==> src/rtl/playback_pkg.sv <==
// Shared playback state encodings and defaults for the tick controller slice.
// Pure declarations: no latency, no flow control.
package playback_pkg;

  typedef enum logic [1:0] {
    ST_STOPPED = 2'd0,
    ST_PLAYING = 2'd1,
    ST_PAUSED  = 2'd2,
    ST_FFWD    = 2'd3
  } play_state_e;

  localparam int ADDER_W_DEF = 6;

  function automatic logic is_running(input play_state_e s);
    return (s == ST_PLAYING) || (s == ST_FFWD);
  endfunction

endpackage

==> src/rtl/tick_prescaler.sv <==
// Divides clk by CLK_FREQ_HZ while running; wrap is a registered one-cycle pulse.
// Latency: wrap rises on the edge where the count leaves CLK_FREQ_HZ-1; no backpressure, hold freezes phase.
module tick_prescaler #(
  parameter int CLK_FREQ_HZ = 50_000_000
) (
  input  logic clk,
  input  logic reset,
  input  logic run,
  input  logic hold,
  input  logic clear,
  output logic wrap,
  output logic at_wrap
);

  localparam int CNT_W = $clog2(CLK_FREQ_HZ);
  localparam logic [CNT_W-1:0] LAST = CNT_W'(CLK_FREQ_HZ - 1);

  logic [CNT_W-1:0] cnt;

  // Wrap is still reported when clear coincides with it, so a stop on the
  // wrap edge does not swallow that second's tick.
  assign at_wrap = run && (cnt == LAST);

  always_ff @(posedge clk or negedge reset) begin
    if (!reset) begin
      cnt  <= '0;
      wrap <= 1'b0;
    end else begin
      wrap <= at_wrap;
      if (clear || at_wrap)
        cnt <= '0;
      else if (run)
        cnt <= cnt + CNT_W'(1);
      else if (!hold)
        cnt <= '0;
    end
  end

endmodule

==> src/rtl/playback_tick_ctrl.sv <==
// Transport-command FSM feeding the elapsed-time counter with tick, count, adder and timer_reset.
// Latency: all outputs registered, one edge after the command; commands are pulses, never back-pressured.
module playback_tick_ctrl
  import playback_pkg::*;
#(
  parameter int CLK_FREQ_HZ = 50_000_000,
  parameter int FF_STEP     = 4,
  parameter int ADDER_W     = ADDER_W_DEF
) (
  input  logic               clk,
  input  logic               reset,
  input  logic               play_pause,
  input  logic               stop,
  input  logic               end_of_track,
  input  logic               ffwd,
  output logic               tick,
  output logic               count,
  output logic [ADDER_W-1:0] adder,
  output logic               timer_reset,
  output logic [1:0]         state
);

  play_state_e state_q;
  play_state_e state_d;
  play_state_e view_s;
  logic        kill;
  logic        at_wrap;
  logic        init_pending;

  always_comb begin
    kill    = stop || (end_of_track && (state_q != ST_STOPPED));
    state_d = state_q;
    case (state_q)
      ST_STOPPED: if (!stop && play_pause) state_d = ffwd ? ST_FFWD : ST_PLAYING;
      ST_PLAYING: begin
        if (kill)            state_d = ST_STOPPED;
        else if (play_pause) state_d = ST_PAUSED;
        else if (ffwd)       state_d = ST_FFWD;
      end
      ST_FFWD: begin
        if (kill)            state_d = ST_STOPPED;
        else if (play_pause) state_d = ST_PAUSED;
        else if (!ffwd)      state_d = ST_PLAYING;
      end
      ST_PAUSED: begin
        if (kill)            state_d = ST_STOPPED;
        else if (play_pause) state_d = ffwd ? ST_FFWD : ST_PLAYING;
      end
      default: state_d = ST_STOPPED;
    endcase
    // On a tick edge the counter must see the state that earned the tick.
    view_s = at_wrap ? state_q : state_d;
  end

  tick_prescaler #(
    .CLK_FREQ_HZ(CLK_FREQ_HZ)
  ) u_prescaler (
    .clk    (clk),
    .reset  (reset),
    .run    (is_running(state_q)),
    .hold   (state_q == ST_PAUSED),
    .clear  ((state_q == ST_STOPPED) || kill),
    .wrap   (tick),
    .at_wrap(at_wrap)
  );

  always_ff @(posedge clk or negedge reset) begin
    if (!reset) begin
      state_q      <= ST_STOPPED;
      count        <= 1'b0;
      adder        <= '0;
      timer_reset  <= 1'b0;
      init_pending <= 1'b1;
    end else begin
      state_q      <= state_d;
      timer_reset  <= init_pending || kill;
      init_pending <= 1'b0;
      count        <= is_running(view_s);
      if (view_s == ST_FFWD)
        adder <= ADDER_W'(FF_STEP);
      else if (view_s == ST_PLAYING)
        adder <= ADDER_W'(1);
      else
        adder <= '0;
    end
  end

  assign state = state_q;

endmodule

==> config.mk <==
export PLATFORM = sky130hd
export DESIGN_NAME = playback_tick_ctrl
export DESIGN_NICKNAME = d
export VERILOG_FILES = /design/src/rtl/playback_pkg.sv /design/src/rtl/tick_prescaler.sv /design/src/rtl/playback_tick_ctrl.sv
export SDC_FILE = /design/constraint.sdc
export NUM_CORES = 1
export LEC_CHECK = 0
export CAP_MARGIN = 0
export CORE_MARGIN = 2
export CORE_UTILIZATION = 58
export DETAILED_ROUTE_END_ITERATION = 7
export DONT_BUFFER_PORTS = 1
export PLACE_DENSITY = 0.74
export SLEW_MARGIN = 40
export SYNTH_ARGS = -nofsm -noshare
export SYNTH_HDL_FRONTEND = slang
export SYNTH_SLANG_ARGS = --single-unit
==> constraint.sdc <==
create_clock -name clk -period 3.4 [get_ports clk]
set_clock_uncertainty 0.05 [all_clocks]
set_input_delay 0.68 -clock clk [delete_from_list [all_inputs] [get_ports clk]]
set_output_delay 0.68 -clock clk [all_outputs]
set_load 0.01 [all_outputs]
==> flow_summary.json, run 1 <==
{
  "netlist_instances": 200,
  "rr_worst_depth": 6,
  "r2r-end": "u_prescaler.cnt[23]",
  "synth_largest_type_area_fraction": 0.443,
  "critical_path.endpoint_type": "register",
  "final_gp_congestion": 0.895,
  "globalRoute.totalOverflow": 0,
  "cts_post_setup_buffers_inserted": 0,
  "syn_avg_cell_area_um2": 9.32,
  "die_span_y_um": 60.7,
  "worst_setup_hold_path_clk_slew_ns": 0.11,
  "cts_tree": "built",
  "p_sw_frac": 0.249,
  "synthToLayoutAreaGrowth_pct": 4.30,
  "timing.final.max_slew_violations": 0,
  "critical_path_class": "reg2reg",
  "synth-main-ff-cell": "sky130_fd_sc_hd__dfrtp_1",
  "critPathRequiredTime_ns": 3.58,
  "post-synth-top-count-cell": "sky130_fd_sc_hd__dfrtp_1",
  "crit_path_max_fanout": 16,
  "drt-initial-drc-count": 102,
  "pwr-share-seq": 0.600,
  "setup-violations-final": 0,
  "groute.usage.overall": 0.251,
  "die_area_mm2": 0.00368,
  "static-leakage-power_nw": 0.784,
  "core.rowCount": 20,
  "finalNonFillerCells": 244,
  "port-buffer-count": 0,
  "p_clk_frac": 0.344,
  "postSynthRegisterBits": 34,
  "largest_net_degree_at_the_start_of_global_routing": 34,
  "post-place-cells": 235,
  "setup.worst_path.start_class": "register",
  "global_route_wire_length_before_repair_um": 6760,
  "slew_headroom": 0.532,
  "holdBufCountCts": 1,
  "pin_count": 17,
  "synth-seq-area-share": 0.457,
  "fill_cells": 268,
  "core_area_mm2": 0.00305,
  "p_per_area_mw_per_mm2": 358,
  "drc_violations_left": 0,
  "post-route-min-period_ns": 2.44,
  "final_total_negative_setup_slack_ns": 0,
  "final_hold_viol_count": 0,
  "share_comb_of_total_power": 0.056,
  "internal_power_mw": 0.523,
  "drt-total-wl_um": 3890,
  "cts_resized": 0,
  "critical_path_cell_list": "or4_4, nor4_4, a21oi_2, buf_4, and3_1, a221o_1",
  "number_of_synthesized_flops_with_an_enable_pin": 0,
  "initial_utilization": 0.611,
  "critical-path-max-stage-delay_ns": 0.56,
  "final_cell_area_mm2": 0.00194,
  "clock_sinks": 34,
  "clockBufferDepth": 2,
  "status": "complete, no violations",
  "clock.fmax_ghz": 0.410,
  "netlist-cell-type-count": 42,
  "vias": 1557,
  "worst_ir_drop_vdd_uv": 265,
  "detailedRoute.firstPassIterationCount": 4,
  "clock_buffers_created_by_tritoncts": 5,
  "drv_cap": 0,
  "post_synth_instance_area_mm2": 0.00186,
  "most_common_library_cells_after_synthesis": "sky130_fd_sc_hd__dfrtp_1 (33), sky130_fd_sc_hd__nand2_1 (21), sky130_fd_sc_hd__a31oi_1 (18), sky130_fd_sc_hd__a21oi_1 (14), sky130_fd_sc_hd__nand3_1 (14)",
  "die_width_um": 60.7,
  "diodes": 0,
  "synth_area_leader_cell": "sky130_fd_sc_hd__dfrtp_1",
  "total_switching_power_mw": 0.174,
  "final_net_count": 206,
  "cts.htree.levels": 2,
  "clk-insertion-delay-late_ns": 0.34,
  "slowest_stage_cell_cp": "sky130_fd_sc_hd__or4_4",
  "ctsRootBufferMaster": "sky130_fd_sc_hd__clkbuf_4",
  "number_of_warnings_reported_in_the_yosys_synthesis_log": 0,
  "ff2ff_setup_slack_ns": 0.96,
  "place_area_mm2": 0.00186,
  "holdCritPathClass": "in2async",
  "initial_antenna_violation_count": 0,
  "layout-drive-gt1-share": 0.110,
  "ys_top_cells_by_area": "sky130_fd_sc_hd__dfrtp_1 (44%), sky130_fd_sc_hd__a31oi_1 (6.0%), sky130_fd_sc_hd__nand2_1 (4.2%), sky130_fd_sc_hd__a21oi_1 (3.8%), sky130_fd_sc_hd__nand3_1 (3.8%)",
  "rsz0062_at_grt": "false",
  "via_count_of_the_first_global_routing_pass": 1496,
  "postSynth.asyncResetShare": 1.00,
  "total_power_mw": 0.697,
  "detailedPlacementHpwl_um": 2640,
  "critical_path.reg2reg.startpoint": "u_prescaler.cnt[11]",
  "worst-endpoint-arrival_ns": 2.62,
  "layout.core_utilization": 0.637,
  "drt.antenna.violating_nets": 0,
  "min_period_over_period": 0.718,
  "routed_wire_length_per_instance_um": 16.0,
  "drt-vias-per-instance": 6.38,
  "timing_worst_slew_pin_value_ns": 0.696
}
==> worst max path at each step <==
stage                              startpoint  slack [ns]                   to  cells after the start
after detailed placement             state[0]        0.98  u_prescaler.cnt[23]                      6
after CTS                            state[0]        0.97  u_prescaler.cnt[23]                      6
after floorplan           u_prescaler.cnt[11]        1.36  u_prescaler.cnt[19]                      7
final                     u_prescaler.cnt[11]        0.96  u_prescaler.cnt[23]                      6
after global placement    u_prescaler.cnt[11]        1.07  u_prescaler.cnt[23]                      6
after global routing       u_prescaler.cnt[0]        0.76  u_prescaler.cnt[23]                      7
==> cells by family (layout without fill, tap and decap cells) <==
group | count (synthesis) | count (layout) | share of synthesized area
and+or+nand+nor | 84 | 84 | 0.260
AOI/OAI and AO/OA | 55 | 55 | 0.187
DFF | 34 | 34 | 0.457
buffers and inverters | 20 | 16 | 0.0597
muxes | 5 | 5 | 0.0275
adders and majority gates | 1 | 1 | 0.00671
other | 1 | 5 | 0.00201
==> metal layers <==
metal  vias to the layer above  part of all wire  global-route usage
met2                        40              0.47               0.387
met1                       771              0.46               0.336
met4                         0             0.015               0.102
met5                         -                 0                   0
li1                        737                 -                   -
met3                         9             0.045              0.0682
==> power by group through the flow <==
stage / combinational [mW] / sequential (mW) / clock, mW
4_1_cts: 0.0399 / 0.418 / 0.244
3_3_place_gp: 0.0278 / 0.425 / 0
2_1_floorplan: 0.0298 / 0.423 / 0
5_1_grt: 0.0451 / 0.419 / 0.262
6_report: 0.0391 / 0.418 / 0.240
3_5_place_dp: 0.0293 / 0.426 / 0
==> layout make-up <==
cell class                 count  area [um^2]  share of cell area
inverter                       4         15.0             0.00772
multi-input combinational    150          916               0.471
timing repair buffer           4         42.5              0.0219
tap                           44         55.1              0.0283
clock buffer                   6         51.3              0.0264
clock inverter                 2         12.5             0.00644
sequential                    34          852               0.438
==> flip-flops by register name, summed over array words and instances (netlist names) <==
name and count:
u_prescaler.cnt 26, adder 2, state 2, count 1
init_pending 1, timer_reset 1, u_prescaler.wrap 1
==> cell usage in the layout (no fill, tap or decap), types with 2 or more instances in the layout <==
cell | netlist | final
sky130_fd_sc_hd__o21ai_0 | 9 | 9
sky130_fd_sc_hd__nor3_1 | 2 | 2
sky130_fd_sc_hd__or2_2 | 2 | 2
sky130_fd_sc_hd__nand4_1 | 8 | 8
sky130_fd_sc_hd__nor4_1 | 3 | 3
sky130_fd_sc_hd__and3_1 | 5 | 5
sky130_fd_sc_hd__clkbuf_4 | 0 | 5
sky130_fd_sc_hd__a41oi_1 | 5 | 5
sky130_fd_sc_hd__or3_1 | 2 | 2
sky130_fd_sc_hd__a22o_1 | 2 | 2
sky130_fd_sc_hd__a31oi_1 | 18 | 18
sky130_fd_sc_hd__or4bb_1 | 2 | 2
sky130_fd_sc_hd__dfrtp_1 | 33 | 33
sky130_fd_sc_hd__nand3b_1 | 3 | 3
sky130_fd_sc_hd__a21o_1 | 3 | 3
sky130_fd_sc_hd__nand2b_1 | 5 | 5
sky130_fd_sc_hd__inv_1 | 4 | 4
sky130_fd_sc_hd__nand2_1 | 21 | 21
sky130_fd_sc_hd__conb_1 | 1 | 5
sky130_fd_sc_hd__nand3_1 | 14 | 14
sky130_fd_sc_hd__nor2_1 | 9 | 9
sky130_fd_sc_hd__mux2i_1 | 4 | 4
sky130_fd_sc_hd__buf_4 | 4 | 3
sky130_fd_sc_hd__a21oi_1 | 14 | 14
==> stage by stage <==
step | hold slack [ns] | setup WS, ns
2_1_floorplan | 0.334 | 1.36
3_3_place_gp | 0.335 | 1.07
3_5_place_dp | 0.335 | 0.984
4_1_cts | 0.106 | 0.971
5_1_grt | 0.0926 | 0.757
6_report | 0.105 | 0.960
==> worst max-delay path, delay by kind of cell, from the launching register on <==
| kind | cells | cell delay [ns] |
|---|---|---|
| compound gates | 2 | 0.49 |
| buf+inv | 1 | 0.26 |
| flops | 1 | 0.48 |
| simple gates | 3 | 1.05 |
(Power assumes the default switching activity.)
==> inputs of run 2 (changes only) <==
- CORE_UTILIZATION: 58 -> 56
- clock period: 3.4 -> 2 ns (I/O delays scaled with it)
==> run 2 against run 1 <==
Effect of this change:
- the run now ends with negative setup slack left
- hold slack better by 0.028 ns
- power is 110% higher
- via count up 16%
- fmax rose by 17%
- sequential share of layout area decreased by 7.8 points
- global-route usage is 3.3 points higher
- combinational power rose by 140%
- worst setup slack got worse by 1.0 ns
- sequential power increased by 68%
- non-clock buffer count increased by 39
- first-iteration DRC count up 76%
- largest power group unchanged
- highest routed layer unchanged
==> flow_summary.json, run 2 (synthesis gave the netlist of run 1 again) <==
{
  "synthToLayoutAreaGrowth_pct": 27.0,
  "clockBufferDepth": 2,
  "crit_family": "simple AND/OR/NAND/NOR gates",
  "die_width_um": 61.7,
  "detailedPlacementHpwl_um": 3370,
  "clock_sinks": 34,
  "top_register": "u_prescaler.cnt",
  "drt-total-wl_um": 4750,
  "worst_setup_hold_path_clk_slew_ns": 0.10,
  "via_count_of_the_first_global_routing_pass": 1632,
  "drt.antenna.violating_nets": 0,
  "timing.critical_path.from": "u_prescaler.cnt[10]",
  "detailedRoute.firstPassIterationCount": 6,
  "pin_count": 17,
  "drt-initial-drc-count": 180,
  "diodes": 0,
  "slowest_stage_cell_cp": "sky130_fd_sc_hd__or4bb_4",
  "timing_worst_slew_pin_value_ns": 0.543,
  "cts.htree.levels": 2,
  "multi_input_comb_area_um2": 985,
  "largest_net_degree_at_the_start_of_global_routing": 35,
  "clock_buffers_created_by_tritoncts": 5,
  "final_total_negative_setup_slack_ns": -0.498,
  "clk-insertion-delay-late_ns": 0.36,
  "most-common-layout-cells": "sky130_fd_sc_hd__buf_4 (39), sky130_fd_sc_hd__dfrtp_1 (32), sky130_fd_sc_hd__nand2_1 (21), sky130_fd_sc_hd__a31oi_1 (17), sky130_fd_sc_hd__nand3_1 (14)",
  "critical-path-max-stage-delay_ns": 0.56,
  "layout-drive-gt1-share": 0.301,
  "worst_slack_ns": -0.0802,
  "timing.final.max_slew_violations": 0,
  "setup-violations-final": 14,
  "slew_headroom": 0.635,
  "port-buffer-count": 0,
  "detailedPlace.worstSlack_ns": -0.150,
  "layout.area.seq_um2": 853,
  "max_ffs_per_register": 26,
  "global_route_wire_length_before_repair_um": 7710,
  "drv_cap": 0,
  "die_span_y_um": 61.7,
  "worstHoldStart": "stop",
  "ff2ff_setup_slack_ns": -0.08,
  "globalRoute.totalOverflow": 0,
  "critical_path.n_buffers_inverters": 1,
  "min_delay_path_depth": 1,
  "p_per_area_mw_per_mm2": 613,
  "critical_path_cell_list": "or4bb_4, nor4_4, a21oi_4, buf_4, a221o_1",
  "groute.usage.overall": 0.283,
  "holdCritPathClass": "in2reg",
  "post-place-cells": 267,
  "static-leakage-power_nw": 1.02,
  "clock.fmax_ghz": 0.481,
  "cts_tree": "built",
  "crit_path_max_fanout": 7,
  "drc_violations_left": 0,
  "failed_checks": "negative setup slack",
  "r2r-end": "u_prescaler.cnt[23]",
  "worst_ir_drop_vdd_uv": 718,
  "critical_path.endpoint_type": "register",
  "critPathRequiredTime_ns": 2.17,
  "status": "finished, violations left",
  "final_gp_congestion": 0.980,
  "finalNonFillerCells": 283,
  "final_net_count": 245,
  "final_hold_viol_count": 0,
  "fill_cells": 243,
  "rsz0062_at_grt": "true",
  "initial_antenna_violation_count": 0,
  "ctsRootBufferMaster": "sky130_fd_sc_hd__clkbuf_4",
  "core_area_mm2": 0.00310,
  "drt-vias-per-instance": 6.36,
  "worst_min_delay_path_endpoint": "state[0]",
  "initial_utilization": 0.601,
  "vias": 1800,
  "layout.cells.most_common": "sky130_fd_sc_hd__buf_4",
  "setup.worst_path.start_class": "register",
  "critical_path.reg2reg.startpoint": "u_prescaler.cnt[10]",
  "die_area_mm2": 0.00381,
  "worst-endpoint-arrival_ns": 2.25,
  "min_period_over_period": 1.04,
  "post-route-min-period_ns": 2.08,
  "core.rowCount": 20,
  "routed_wire_length_per_instance_um": 16.8,
  "rr_worst_depth": 5,
  "critical_path_class": "reg2reg"
}
-- run 2: how the worst max path moves through the flow --
stage / end / cells after the start
after floorplan: u_prescaler.cnt[19] / 7
after global placement: u_prescaler.cnt[6] / 6
after global routing: u_prescaler.cnt[23] / 5
after CTS: u_prescaler.cnt[23] / 5
final: u_prescaler.cnt[23] / 5
after detailed placement: u_prescaler.cnt[6] / 6
-- run 2: layout make-up --
cell class	count	area share
flip-flops and latches	34	0.360
clock buffers	6	0.0217
well taps	44	0.0232
repair buffers	43	0.147
inverters	4	0.00634
multi-input cells	150	0.416
clock inverters	2	0.0254
-- run 2: metal layers --
| layer | vias to the layer above | track usage | part of all wire | wire length [um] |
|---|---|---|---|---|
| li1 | 822 | - | - | - |
| met1 | 881 | 0.382 | 0.42 | 2000 |
| met2 | 80 | 0.454 | 0.49 | 2330 |
| met3 | 17 | 0.0828 | 0.069 | 330 |
| met4 | 0 | 0.0669 | 0.019 | 89 |
| met5 | - | 0 | 0 | 0 |
-- run 2: worst reg2reg max path: stages, from the launching register on --
cell	delay [ns]
sky130_fd_sc_hd__dfrtp_1	0.39
sky130_fd_sc_hd__or4bb_4	0.56
sky130_fd_sc_hd__nor4_4	0.36
sky130_fd_sc_hd__a21oi_4	0.14
sky130_fd_sc_hd__buf_4	0.17
sky130_fd_sc_hd__a221o_1	0.30
-- run 2: stage by stage --
stage          instance area [um^2]  hold WS [ns]  power, mW  utilization
6_report                       2370         0.133       1.45        0.763
5_1_grt                        2370         0.115       1.51        0.763
4_1_cts                        2320         0.118       1.46        0.748
3_5_place_dp                   2100        0.0551      0.784        0.677
3_3_place_gp                   2100        0.0551      0.779        0.677
2_1_floorplan                  1880        0.0544      0.771            -
-- run 2: what timing repair did --
action                                  in CTS  in global routing
hold endpoints to repair                    34                  0
buffers inserted                             3                  3
endpoints found under the setup margin      22                 28
pin swaps                                    7                  6
resized for setup                           11                  8
hold buffers                                 2                  0
-- run 2: power by group --
part / switching (mW) / internal [mW] / leakage [nW]
clock network: 0.233 / 0.423 / 0.0585
logic: 0.0580 / 0.0349 / 0.499
registers: 0.00639 / 0.697 / 0.463
==> inputs of run 3 (changes only) <==
- CAP_MARGIN: 0 -> 10
- SKIP_CTS_REPAIR_TIMING: not set -> 1
==> run 3 against run 2 <==
Effect of this change:
- worst setup slack lost 0.069 ns
- critical endpoint unchanged
- fmax down 3.2%
- critical path type unchanged
- sequential share of layout area fell by 0.80 points
- count of clock-buffer cells in the layout stayed put
- power grew 1.1%
- first-iteration DRC count fell by 29%
- flip-flop and latch count unchanged
- core utilization grew 1.6 points
- the run still ends with negative setup slack left
==> flow_summary.json, run 3 (synthesis gave the netlist of run 1 again) <==
{
  "status": "finished, violations left",
  "failed_checks": "negative setup slack",
  "timing_worst_slew_pin_value_ns": 0.596,
  "timing.final.max_slew_violations": 0,
  "globalRoute.totalOverflow": 0,
  "worst_slack_ns": -0.149,
  "total_power_mw": 1.47,
  "worst_min_delay_path_endpoint": "state[0]",
  "die_span_y_um": 61.7,
  "p_per_area_mw_per_mm2": 607,
  "core.rowCount": 20,
  "detailedRoute.firstPassIterationCount": 6,
  "worstHoldStart": "stop",
  "groute.usage.overall": 0.270,
  "largest_net_degree_at_the_start_of_global_routing": 35,
  "via_count_of_the_first_global_routing_pass": 1571,
  "critical-path-max-stage-delay_ns": 0.58,
  "worst_setup_hold_path_clk_slew_ns": 0.10,
  "min_delay_path_depth": 1,
  "drt-initial-drc-count": 127,
  "final_cell_area_mm2": 0.00242,
  "setup.worst_path.start_class": "register",
  "drt-total-wl_um": 5270,
  "final_gp_congestion": 0.980,
  "detailedPlacementHpwl_um": 3370,
  "ctsRootBufferMaster": "sky130_fd_sc_hd__clkbuf_4",
  "slew_headroom": 0.600,
  "cts_tree": "built",
  "worst-endpoint-arrival_ns": 2.33,
  "place_area_mm2": 0.00210,
  "final_net_count": 247,
  "post-route-min-period_ns": 2.15,
  "rr_worst_depth": 5,
  "setup-violations-final": 27,
  "initial_antenna_violation_count": 0,
  "clockBufferDepth": 2,
  "final_total_negative_setup_slack_ns": -1.83,
  "ff2ff_setup_slack_ns": -0.15,
  "drt.antenna.violating_nets": 0,
  "initial_utilization": 0.601,
  "critPathRequiredTime_ns": 2.18,
  "cts.htree.levels": 2,
  "layout.area.seq_um2": 852,
  "top_register": "u_prescaler.cnt",
  "critical_path_cell_list": "or4_4, nor4_4, a21oi_4, buf_4, a221o_1",
  "core_area_mm2": 0.00310,
  "max_ffs_per_register": 26,
  "finalNonFillerCells": 285,
  "die_width_um": 61.7,
  "vias": 1813,
  "r2r-end": "u_prescaler.cnt[23]",
  "worst_ir_drop_vdd_uv": 725,
  "critical_path.endpoint_type": "register",
  "multi_input_comb_area_mm2": 0.00100,
  "diodes": 0,
  "rsz0062_at_grt": "true",
  "clock_buffers_created_by_tritoncts": 5,
  "post-place-cells": 267,
  "pin_count": 17,
  "slowest_stage_cell_cp": "sky130_fd_sc_hd__or4_4",
  "layout-drive-gt1-share": 0.315,
  "drt-vias-per-instance": 6.36,
  "global_route_wire_length_before_repair_um": 7390,
  "drc_violations_left": 0,
  "port-buffer-count": 0,
  "die_area_mm2": 0.00381,
  "holdCritPathClass": "in2reg",
  "min_period_over_period": 1.07,
  "crit_path_max_fanout": 7,
  "critical_path.reg2reg.startpoint": "u_prescaler.cnt[7]",
  "clock_sinks": 34,
  "synthToLayoutAreaGrowth_pct": 29.7,
  "static-leakage-power_nw": 1.03,
  "clock.fmax_ghz": 0.465,
  "final_hold_viol_count": 0,
  "most-common-layout-cells": "sky130_fd_sc_hd__buf_4 (37), sky130_fd_sc_hd__dfrtp_1 (33), sky130_fd_sc_hd__nand2_1 (21), sky130_fd_sc_hd__a31oi_1 (18), sky130_fd_sc_hd__nand3_1 (14)",
  "critical_path_class": "reg2reg",
  "routed_wire_length_per_instance_um": 18.5,
  "drv_cap": 0,
  "layout.cells.most_common": "sky130_fd_sc_hd__buf_4",
  "fill_cells": 230,
  "clk-insertion-delay-late_ns": 0.36
}
## run 3: cell types whose count changed in the layout (fill, tap and decap cells not counted), moves of 2 or more
cell and delta:
sky130_fd_sc_hd__a21oi_2 +4, sky130_fd_sc_hd__a21oi_1 -3, sky130_fd_sc_hd__buf_4 -2, sky130_fd_sc_hd__buf_6 +2, sky130_fd_sc_hd__or4bb_1 +2, sky130_fd_sc_hd__or4bb_4 -2
## run 3: critical path: cells and delay by family (launching register included)
family          cells  cell delay, ns
compound gates      2            0.46
buf+inv             1            0.18
flops               1            0.40
simple gates        2            0.94
## run 3: layout make-up
class,count,area share
multi-input combinational,151,0.415
sequential,34,0.352
clock buffer,6,0.0212
inverter,4,0.00621
clock inverter,2,0.0248
timing repair buffer,44,0.158
tap,44,0.0228
## run 3: routing by layer
metal / track usage / routed length [um] / vias to the layer above
met3: 0.0745 / 336 / 18
met5: 0 / 0 / -
met2: 0.430 / 2620 / 85
li1: - / - / 825
met4: 0.0729 / 125 / 0
met1: 0.367 / 2180 / 885
## run 3: how the worst max path moves through the flow
| stage | cells past startpoint | to | from | slack, ns |
|---|---|---|---|---|
| 2_1_floorplan | 7 | u_prescaler.cnt[19] | state[0] | -0.02 |
| 3_5_place_dp | 6 | u_prescaler.cnt[6] | u_prescaler.cnt[10] | -0.15 |
| 5_1_grt | 5 | u_prescaler.cnt[23] | u_prescaler.cnt[7] | -0.18 |
| 3_3_place_gp | 6 | u_prescaler.cnt[6] | u_prescaler.cnt[10] | -0.08 |
| 4_1_cts | 6 | u_prescaler.cnt[6] | u_prescaler.cnt[10] | -0.16 |
| 6_report | 5 | u_prescaler.cnt[23] | u_prescaler.cnt[7] | -0.15 |
## run 3: report_power, final
| part | switching [mW] | total, mW | leakage [nW] | internal (mW) |
|---|---|---|---|---|
| registers | 0.00653 | 0.704 | 0.464 | 0.697 |
| clock network | 0.240 | 0.663 | 0.0585 | 0.423 |
| logic | 0.0617 | 0.101 | 0.509 | 0.0394 |
| total | 0.308 | 1.47 | 1.03 | 1.16 |
## run 3: metrics by stage
stage	hold slack, ns	util	worst slack, ns
floorplan	0.0544	-	-0.0179
global placement	0.0551	0.677	-0.0756
detailed placement	0.0551	0.677	-0.150
CTS	-0.334	0.713	-0.159
global route	0.125	0.779	-0.180
finish	0.148	0.779	-0.149
